### config.mk
export PLATFORM = sky130hd
export DESIGN_NAME = multicycle_controller
export DESIGN_NICKNAME = d
export VERILOG_FILES = /design/src/rtl/multicycle_controller.sv
export SDC_FILE = /design/constraint.sdc
export NUM_CORES = 1
export LEC_CHECK = 0
export CORE_MARGIN = 2
export CORE_UTILIZATION = 39
export DETAILED_ROUTE_END_ITERATION = 6
export PLACE_DENSITY = 0.8
export SLEW_MARGIN = 20
export SYNTH_ARGS = -nofsm -noshare
export SYNTH_HDL_FRONTEND = slang
export SYNTH_SLANG_ARGS = --single-unit
### constraint.sdc
create_clock -name clk -period 2.2 [get_ports clk]
set_input_delay 0.66 -clock clk [delete_from_list [all_inputs] [get_ports clk]]
set_output_delay 0.66 -clock clk [all_outputs]
set_load 0.05 [all_outputs]
### src/rtl/multicycle_controller.sv
// Multicycle ARM-subset control FSM with NZCV flag register and cond-field gating.
// Optional macro ILLEGAL_TRAP_EN: op=11 / cond=1111 trap to a sticky HALT state.
module multicycle_controller #(
    parameter int         STATE_W   = 4,
    parameter logic [3:0] FLAGS_RST = 4'b0000
) (
    input  logic               clk,
    input  logic               rst_n,
    input  logic [3:0]         cond,
    input  logic [1:0]         op,
    input  logic [5:0]         funct,
    input  logic [3:0]         rd,
    input  logic [3:0]         alu_flags,
    output logic               pcwrite,
    output logic               adrsrc,
    output logic               memwrite,
    output logic               irwrite,
    output logic               regwrite,
    output logic [1:0]         resultsrc,
    output logic               alusrca,
    output logic [1:0]         alusrcb,
    output logic [1:0]         alucontrol,
    output logic [1:0]         immsrc,
    output logic [1:0]         regsrc,
    output logic               illegal,
    output logic [STATE_W-1:0] dbg_state
);

    localparam logic [STATE_W-1:0] FETCH  = STATE_W'(0);
    localparam logic [STATE_W-1:0] DECODE = STATE_W'(1);
    localparam logic [STATE_W-1:0] MEMADR = STATE_W'(2);
    localparam logic [STATE_W-1:0] MEMRD  = STATE_W'(3);
    localparam logic [STATE_W-1:0] MEMWB  = STATE_W'(4);
    localparam logic [STATE_W-1:0] MEMWR  = STATE_W'(5);
    localparam logic [STATE_W-1:0] EXER   = STATE_W'(6);
    localparam logic [STATE_W-1:0] EXEI   = STATE_W'(7);
    localparam logic [STATE_W-1:0] ALUWB  = STATE_W'(8);
    localparam logic [STATE_W-1:0] BRANCH = STATE_W'(9);
    localparam logic [STATE_W-1:0] HALT   = STATE_W'(10);

    logic [STATE_W-1:0] state, next_state;
    logic [3:0]         flags;
    logic               condex_q, cond_ok;
    logic [1:0]         alu_dec;
    logic               is_cmp, is_arith, trap;
    logic               pcw_raw, mw_raw, irw_raw, rw_raw;

    logic [3:0] cmd;
    logic       ibit, sbit;
    assign cmd  = funct[4:1];
    assign ibit = funct[5];
    assign sbit = funct[0];

    assign is_cmp = (cmd == 4'b1010);

    always_comb begin
        case (cmd)
            4'b0100: alu_dec = 2'b00;
            4'b0010: alu_dec = 2'b01;
            4'b0000: alu_dec = 2'b10;
            4'b1100: alu_dec = 2'b11;
            4'b1010: alu_dec = 2'b01;
            default: alu_dec = 2'b00;
        endcase
    end

    // C/V are only meaningful for adder results, never for logical ops.
    assign is_arith = (alu_dec == 2'b00) || (alu_dec == 2'b01);

    always_comb begin
        logic n, z, c, v;
        {n, z, c, v} = flags;
        case (cond)
            4'h0:    cond_ok = z;
            4'h1:    cond_ok = !z;
            4'h2:    cond_ok = c;
            4'h3:    cond_ok = !c;
            4'h4:    cond_ok = n;
            4'h5:    cond_ok = !n;
            4'h6:    cond_ok = v;
            4'h7:    cond_ok = !v;
            4'h8:    cond_ok = c && !z;
            4'h9:    cond_ok = !c || z;
            4'hA:    cond_ok = (n == v);
            4'hB:    cond_ok = (n != v);
            4'hC:    cond_ok = !z && (n == v);
            4'hD:    cond_ok = z || (n != v);
            4'hE:    cond_ok = 1'b1;
            default: cond_ok = 1'b0;
        endcase
    end

`ifdef ILLEGAL_TRAP_EN
    assign trap = (op == 2'b11) || (cond == 4'b1111);
`else
    assign trap = 1'b0;
`endif

    always_comb begin
        next_state = FETCH;
        case (state)
            FETCH:  next_state = DECODE;
            DECODE: begin
                if (trap)              next_state = HALT;
                else if (op == 2'b00)  next_state = ibit ? EXEI : EXER;
                else if (op == 2'b01)  next_state = MEMADR;
                else if (op == 2'b10)  next_state = BRANCH;
                else                   next_state = FETCH;
            end
            MEMADR: next_state = sbit ? MEMRD : MEMWR;
            MEMRD:  next_state = MEMWB;
            EXER:   next_state = ALUWB;
            EXEI:   next_state = ALUWB;
`ifdef ILLEGAL_TRAP_EN
            HALT:   next_state = HALT;
`endif
            default: next_state = FETCH;
        endcase
    end

    always_ff @(posedge clk or negedge rst_n) begin
        if (!rst_n) begin
            state    <= FETCH;
            flags    <= FLAGS_RST;
            condex_q <= 1'b0;
        end else begin
            state <= next_state;
            if (state == DECODE) condex_q <= cond_ok;
            if ((state == EXER || state == EXEI) && condex_q) begin
                if (is_cmp) begin
                    flags <= alu_flags;
                end else if (sbit) begin
                    flags[3:2] <= alu_flags[3:2];
                    if (is_arith) flags[1:0] <= alu_flags[1:0];
                end
            end
        end
    end

`ifdef ILLEGAL_TRAP_EN
    always_ff @(posedge clk or negedge rst_n) begin
        if (!rst_n)                        illegal <= 1'b0;
        else if (state == DECODE && trap)  illegal <= 1'b1;
    end
`else
    assign illegal = 1'b0;
`endif

    always_comb begin
        pcw_raw    = 1'b0;
        adrsrc     = 1'b0;
        mw_raw     = 1'b0;
        irw_raw    = 1'b0;
        rw_raw     = 1'b0;
        resultsrc  = 2'b00;
        alusrca    = 1'b0;
        alusrcb    = 2'b00;
        alucontrol = 2'b00;
        case (state)
            FETCH: begin
                alusrca   = 1'b1;
                alusrcb   = 2'b10;
                resultsrc = 2'b10;
                irw_raw   = 1'b1;
                pcw_raw   = 1'b1;
            end
            DECODE: begin
                alusrca   = 1'b1;
                alusrcb   = 2'b10;
                resultsrc = 2'b10;
            end
            MEMADR: alusrcb = 2'b01;
            MEMRD:  adrsrc  = 1'b1;
            MEMWR: begin
                adrsrc = 1'b1;
                mw_raw = condex_q;
            end
            MEMWB: begin
                resultsrc = 2'b01;
                rw_raw    = condex_q;
                pcw_raw   = condex_q && (rd == 4'hF);
            end
            EXER: alucontrol = alu_dec;
            EXEI: begin
                alusrcb    = 2'b01;
                alucontrol = alu_dec;
            end
            ALUWB: begin
                rw_raw  = condex_q && !is_cmp;
                pcw_raw = condex_q && (rd == 4'hF) && !is_cmp;
            end
            BRANCH: begin
                alusrcb   = 2'b01;
                resultsrc = 2'b10;
                pcw_raw   = condex_q;
            end
            default: ;
        endcase
    end

    // Reset forces FETCH, whose decode would otherwise raise pcwrite/irwrite.
    assign pcwrite  = pcw_raw && rst_n;
    assign memwrite = mw_raw  && rst_n;
    assign irwrite  = irw_raw && rst_n;
    assign regwrite = rw_raw  && rst_n;

    assign immsrc    = op;
    assign regsrc    = {op == 2'b01, op == 2'b10};
    assign dbg_state = state;

endmodule

==> results of run 1 <==
==> power groups by stage <==
stage	Sequential (mW)	Clock, mW	Combinational [mW]
after floorplan	0.409	0	0.971
after global placement	0.405	0	1.55
after detailed placement	0.419	0	1.58
after CTS	0.396	0.132	1.69
after global routing	0.431	0.141	1.87
final	0.416	0.132	1.81
==> per-stage QoR <==
stage                     hold slack (ns)  instance area (um2)
after floorplan                     0.364                 1010
after global placement              0.540                 1660
after detailed placement            0.558                 1660
after CTS                           0.441                 1790
after global routing                0.429                 1830
final                               0.431                 1830
==> critical path, stage by stage <==
cell       delay [ns]
buf_6            0.09
nand4bb_4        0.25
a21oi_2          0.19
o21ai_2          0.08
a41o_4           0.22
buf_12           0.15
==> cell families (layout without fill, tap and decap cells) <==
kind of cell              count (synthesis)  in the layout  synth area share
and+or+nand+nor                          43             43             0.301
AOI/OAI and AO/OA                        24             24             0.192
buffers and inverters                    14             74            0.0794
DFF                                       9              9             0.275
muxes                                     7              7            0.0947
xor gates and xnor gates                  5              5            0.0534
other                                     1              1           0.00458
==> repair_timing <==
item | CTS | global route
setup buffers | 5 | 1
gates resized for setup | 45 | 16
pin swaps | 8 | 9
cloned | 0 | 0
hold endpoints to repair | 0 | 0
setup endpoints to repair | 9 | 13
==> state kept, by name, indices dropped and copies added (netlist names) <==
signal	cells
condex_q	1
dbg_state	4
flags	4
==> layout make-up <==
type | count | share of cell area
clock buffer | 4 | 0.0144
inverter | 5 | 0.0103
multi-input combinational | 80 | 0.416
sequential | 9 | 0.126
tap | 27 | 0.0185
timing repair buffer | 65 | 0.415
==> worst min path at each step <==
stage | start | to | slack (ns) | depth (start not counted)
final | rst_n | condex_q | 0.43 | 2
after CTS | rst_n | condex_q | 0.44 | 2
after global placement | flags[1] | flags[1] | 0.54 | 1
after global routing | rst_n | condex_q | 0.43 | 2
after floorplan | rst_n | condex_q | 0.36 | 0
after detailed placement | flags[1] | flags[1] | 0.56 | 1
==> synthesized netlist by cell type (3+ instances only) <==
| cell type | n | area, um2 |
|---|---|---|
| dfrtp_1 | 9 | 225 |
| nor3_1 | 8 | 40.0 |
| o21ai_0 | 7 | 35.0 |
| mux2_2 | 6 | 67.6 |
| nand2_1 | 6 | 22.5 |
| nor2_1 | 6 | 22.5 |
| inv_1 | 5 | 18.8 |
| nand2b_1 | 5 | 31.3 |
| a21oi_1 | 4 | 20.0 |
| buf_4 | 3 | 22.5 |
| clkbuf_1 | 3 | 11.3 |
| nor2b_1 | 3 | 18.8 |
| xor2_1 | 3 | 26.3 |
==> metal layers <==
metal  part of all wire  vias up  global-route usage
met2               0.54       85               0.611
met4              0.035        0               0.125
met3              0.070       18              0.0485
met5                  0        -                   0
met1               0.35      551               0.309
li1                   -      497                   -
==> flow_metrics.tcl, run 1 <==
set metrics [dict create \
    die_x_um 49.8 \
    drcViolationCount 0 \
    final_cell_mix "24 x buf_4, 17 x buf_12, 9 x clkdlybuf4s50_1" \
    cts.sinks 9 \
    drtPass1Iterations 4 \
    cp.required_ns 1.54 \
    grt_use_total 0.307 \
    synth_nets 125 \
    r2r_start "flags[3]" \
    setup_tns_ns -0.196 \
    synthCells 103 \
    yosysSeqAreaShare 0.275 \
    p_int_mw 1.12 \
    synthFlopType "dfrtp_1" \
    power.total_mw 2.36 \
    setup_viol 3 \
    fin_cells 190 \
    grt_pass1_vias 1140 \
    leakagePower_nw 0.818 \
    pwr_density_cell_nw_per_um2 1290 \
    start_kind "input pin" \
    hpwl_mm 2.38 \
    arrival_ns 1.65 \
    nNetsFinal 186 \
    area_growth_pct 123 \
    ys_seq_elements 9 \
    sw_frac_of_total 0.525 \
    skew_ns 0.00171 \
    cts_hold_buf 0 \
    die_h_um 49.8 \
    grt_first_pass_wirelength_mm 5.65 \
    endpoint_kind "primary output" \
    crit_path_start "funct[1]" \
    core_area_um2 1980 \
    violations "negative setup slack" \
    crit_fanout 3 \
    syn_area_um2 820 \
    htreeDepth 1 \
    avgSynthCellArea_um2 7.96 \
    cts_tree "done" \
    fillers 70 \
    clock_power_share 0.056 \
    r2r_cells 5 \
    crit_path_end "pcwrite" \
    yosysWarnings 0 \
    p_comb_frac 0.768 \
    multiInputGateArea_um2 759 \
    cap_violations 0 \
    dieArea_um2 2480 \
    power_frac_seq 0.176 \
    fp-row-count 16 \
    synth_edf_count 0 \
    wire_per_inst_um 20.8 \
    timing.final.ws_setup_ns -0.109 \
    mostFrequentLayoutCell "buf_4" \
    grt_overflow 0 \
    clock_latency_ns 0.26 \
    pre_cts_ws_ns -0.630 \
    finalHoldViolations 0 \
    r2r-end "condex_q" \
    hold_class "in -> async" \
    grt_max_degree 13 \
    vias 1151 \
    rsz0062_at_grt "yes" \
    async_flop_share 1.00 \
    cts_made_buffers 3 \
    io_buffers 41 \
    yosysUniqueCellTypes 41 \
    start_util 0.414 \
    ir_drop_mv 1.22 \
    num_antenna_cells 0 \
    seq_area_um2 230 \
    routed_wl_mm 3.95 \
    fin_crit_ns 2.31 \
    drt_iter0_markers 41 \
    crit_type "in -> out" \
    period_share 1.05 \
    ant_nets 0 \
    io_pins 43 \
    fin_util 0.922 \
    maxSlewViolCount 0 \
    cts-root-buf "clkbuf_4" \
    viasPerCell 6.06 \
    fmax_mhz 433 \
    antenna_found_initial 0 \
    path_clk_slew_ns 0.06 \
    outcome "finished with violations" \
    gp_congestion 0.817 \
    dp_cells 180 \
    drive_above_1_share 0.601 \
    p_switching_mw 1.24 \
    rrSetupSlack_ns 0.55 \
    clk_path_buf_depth 2 \
]
No activity file was read; power rests on OpenSTA's default activity.
==> run 2, diff against run 1 <==
- CORE_UTILIZATION: 39 -> 40
- CTS_BUF_LIST: unset -> sky130_fd_sc_hd__clkbuf_4
- PLACE_DENSITY: 0.8 -> 0.81
==> run 2 against run 1 <==
Net effect: the flow now stops in global routing; synthesized cell count stayed put; synthesized area stayed put.
==> flow_metrics.tcl, run 2 <==
set metrics [dict create \
    outcome "stopped before the end" \
    stop_stage "global routing" \
    error_line "[ERROR GRT-0232] Routing congestion too high. Check the congestion heatmap in the GUI." \
    cts.sinks 9 \
    dp_cells 184 \
    place_area_um2 1690 \
    yosysUniqueCellTypes 41 \
    cts-root-buf "clkbuf_4" \
    io_buffers 41 \
    synth_edf_count 0 \
    synth_top_area_frac 0.275 \
    yosysWarnings 0 \
    synthCells 103 \
    synth_top_cell_by_area "dfrtp_1" \
    async_flop_share 1.00 \
    hpwl_mm 2.45 \
    yosysSeqAreaShare 0.275 \
    ys_seq_elements 9 \
    synthFlopType "dfrtp_1" \
    fp-row-count 16 \
    worstEpCategory "register data pin" \
    grt_use_total 0.609 \
    ys_top_cells_by_area "dfrtp_1 27%, mux2_2 8.2%, nor3_1 4.9%, o21ai_0 4.3%, nand2b_1 3.8%" \
    grt_overflow 23 \
    yosysMostFrequentCell "dfrtp_1" \
    synth_nets 125 \
    die_h_um 49.3 \
    htreeDepth 1 \
    crit_endpoint "condex_q$_DFFE_PN0P_/D" \
    cts_made_buffers 3 \
    gp_congestion 0.788 \
    start_util 0.422 \
    io_pins 43 \
    syn_area_um2 820 \
    clk_path_buf_depth 2 \
    die_x_um 49.3 \
    avgSynthCellArea_um2 7.96 \
    grt_max_degree 13 \
    synth_common_cells "9 x dfrtp_1, 8 x nor3_1, 7 x o21ai_0" \
]
## run 2: cell counts after synthesis
Identical to the previous run, type by type.
## run 2: kinds of logic after synthesis
logic type / synth area share
flip-flops: 0.275
XOR/XNOR: 0.0534
AND/OR/NAND/NOR: 0.301
other: 0.00458
AO/OA/AOI/OAI: 0.192
multiplexers: 0.0947
buffers and inverters: 0.0794
## run 2: through the flow
stage / setup WS [ns] / util
after floorplan: -0.143 / -
after global placement: -0.449 / 0.872
after detailed placement: -0.540 / 0.872
after CTS: -0.125 / 0.936
## run 2: what timing repair did
action / in CTS
cloned: 0
hold buffers: 0
gates resized for setup: 46
buffers inserted: 7
pin swaps: 8
endpoints found under the setup margin: 9
## run 2: metal layers
layer,GRT overflow,GRT usage
met3,0,0.301
met1,0,0.585
met5,0,0
met2,15,0.885
met4,8,0.681
==> run 3, diff against run 2 <==
- CORE_AREA: unset -> 2 2 63 65
- CORE_MARGIN: 2 -> unset
- CORE_UTILIZATION: 40 -> unset
- CTS_BUF_LIST: sky130_fd_sc_hd__clkbuf_4 -> unset
- DIE_AREA: unset -> 0 0 65 67
- PLACE_DENSITY: 0.81 -> unset
- PLACE_DENSITY_LB_ADDON: unset -> 0.15
==> run 3 against run 2 <==
Net effect: the flow now finishes, with violations (negative setup slack).
==> flow_metrics.tcl, run 3 (same netlist as run 1, synthesis figures left out) <==
set metrics [dict create \
    power.total_mw 2.24 \
    rsz0062_at_grt "yes" \
    violations "negative setup slack" \
    hold_class "in -> async" \
    skew_ns 0.000595 \
    num_antenna_cells 0 \
    seq_area_um2 230 \
    vias 995 \
    clock_latency_ns 0.23 \
    htreeDepth 1 \
    setup_tns_ns -0.222 \
    cts_made_buffers 3 \
    cts_hold_buf 0 \
    pwr_density_cell_nw_per_um2 1200 \
    grt_first_pass_wirelength_mm 4.51 \
    rrSetupSlack_ns 0.62 \
    outcome "finished with violations" \
    fp-row-count 22 \
    pre_cts_ws_ns -0.604 \
    crit_fanout 2 \
    cts.sinks 9 \
    drtPass1Iterations 2 \
    viasPerCell 4.69 \
    area_growth_pct 127 \
    finalHoldViolations 0 \
    arrival_ns 1.65 \
    setup_viol 3 \
    maxSlewViolCount 0 \
    routed_wl_mm 2.76 \
    fin_crit_ns 2.31 \
    cp.required_ns 1.54 \
    grt_overflow 0 \
    fmax_mhz 432 \
    io_buffers 41 \
    hpwl_mm 2.16 \
    die_h_um 67 \
    timing.final.ws_setup_ns -0.112 \
    period_share 1.05 \
    leakagePower_nw 0.812 \
    multiInputGateArea_um2 743 \
    core_area_um2 3610 \
    start_kind "input pin" \
    grt_max_degree 13 \
    clk_path_buf_depth 2 \
    cap_violations 0 \
    final_cell_mix "25 x buf_4, 16 x buf_12, 8 x clkdlybuf4s50_1" \
    ant_nets 0 \
    grt_pass1_vias 1039 \
    gp_congestion 0.762 \
    cts_tree "done" \
    die_x_um 65 \
    path_clk_slew_ns 0.04 \
    drt_iter0_markers 18 \
    grt_use_total 0.131 \
    fillers 353 \
    io_pins 43 \
    start_util 0.227 \
    ir_drop_mv 0.627 \
    nNetsFinal 187 \
    drive_above_1_share 0.573 \
    mostFrequentLayoutCell "buf_4" \
    endpoint_kind "primary output" \
    drcViolationCount 0 \
    crit_type "in -> out" \
    dieArea_um2 4360 \
    cts-root-buf "clkbuf_8" \
    antenna_found_initial 0 \
    wire_per_inst_um 13.0 \
]
run 3: path summary, 6_finish.rpt:
check / start / to / depth (start not counted)
worst min-delay path: rst_n / dbg_state[0] / 3
worst max register to register: flags[3] / condex_q / 5
worst min register to register: flags[1] / flags[1] / 1
max in group asynchronous: rst_n / dbg_state[2] / 4
min in group clk: flags[1] / flags[1] / 1
worst max-delay path: rd[1] / pcwrite / 6
run 3: stage by stage:
| step | cell area (um2) | cells | util | hold WS, ns |
|---|---|---|---|---|
| detailed placement | 1710 | 204 | 0.475 | 0.569 |
| CTS | 1840 | 211 | 0.511 | 0.544 |
| floorplan | 1010 | 103 | - | 0.364 |
| global route | 1860 | 212 | 0.516 | 0.455 |
| global placement | 1710 | 204 | 0.475 | 0.555 |
| finish | 1860 | 212 | 0.516 | 0.446 |
run 3: worst max-delay path, cell delays in order:
cell and delay (ns):
clkdlybuf4s15_1 0.16, and4_4 0.24, nand3_1 0.11, o21ai_2 0.09, a41o_4 0.25, buf_12 0.13
run 3: report_power, final:
group          internal [mW]  switching [mW]  total, mW
clock                  0.126          0.0619      0.188
combinational          0.771           0.924       1.69
sequential             0.242           0.115      0.357
total                   1.14            1.10       2.24
run 3: cell type report:
cell class / count / area share
flip-flops and latches: 9 / 0.124
clock buffers: 4 / 0.0242
multi-input cells: 80 / 0.399
well taps: 48 / 0.0323
inverters: 5 / 0.0101
repair buffers: 66 / 0.410
run 3: what timing repair did:
action                                 in CTS  in global routing
setup endpoints to repair                  10                  8
endpoints found under the hold margin       0                  0
gates resized for setup                    48                  9
buffers inserted                            3                  1
pin swaps                                   7                  7
run 3: routing by layer:
layer	GRT usage	routed length [um]	vias up
met5	0	0	-
met4	0.0372	15	0
met3	0.0169	143	2
met2	0.247	1410	29
met1	0.153	1190	472
li1	-	-	492
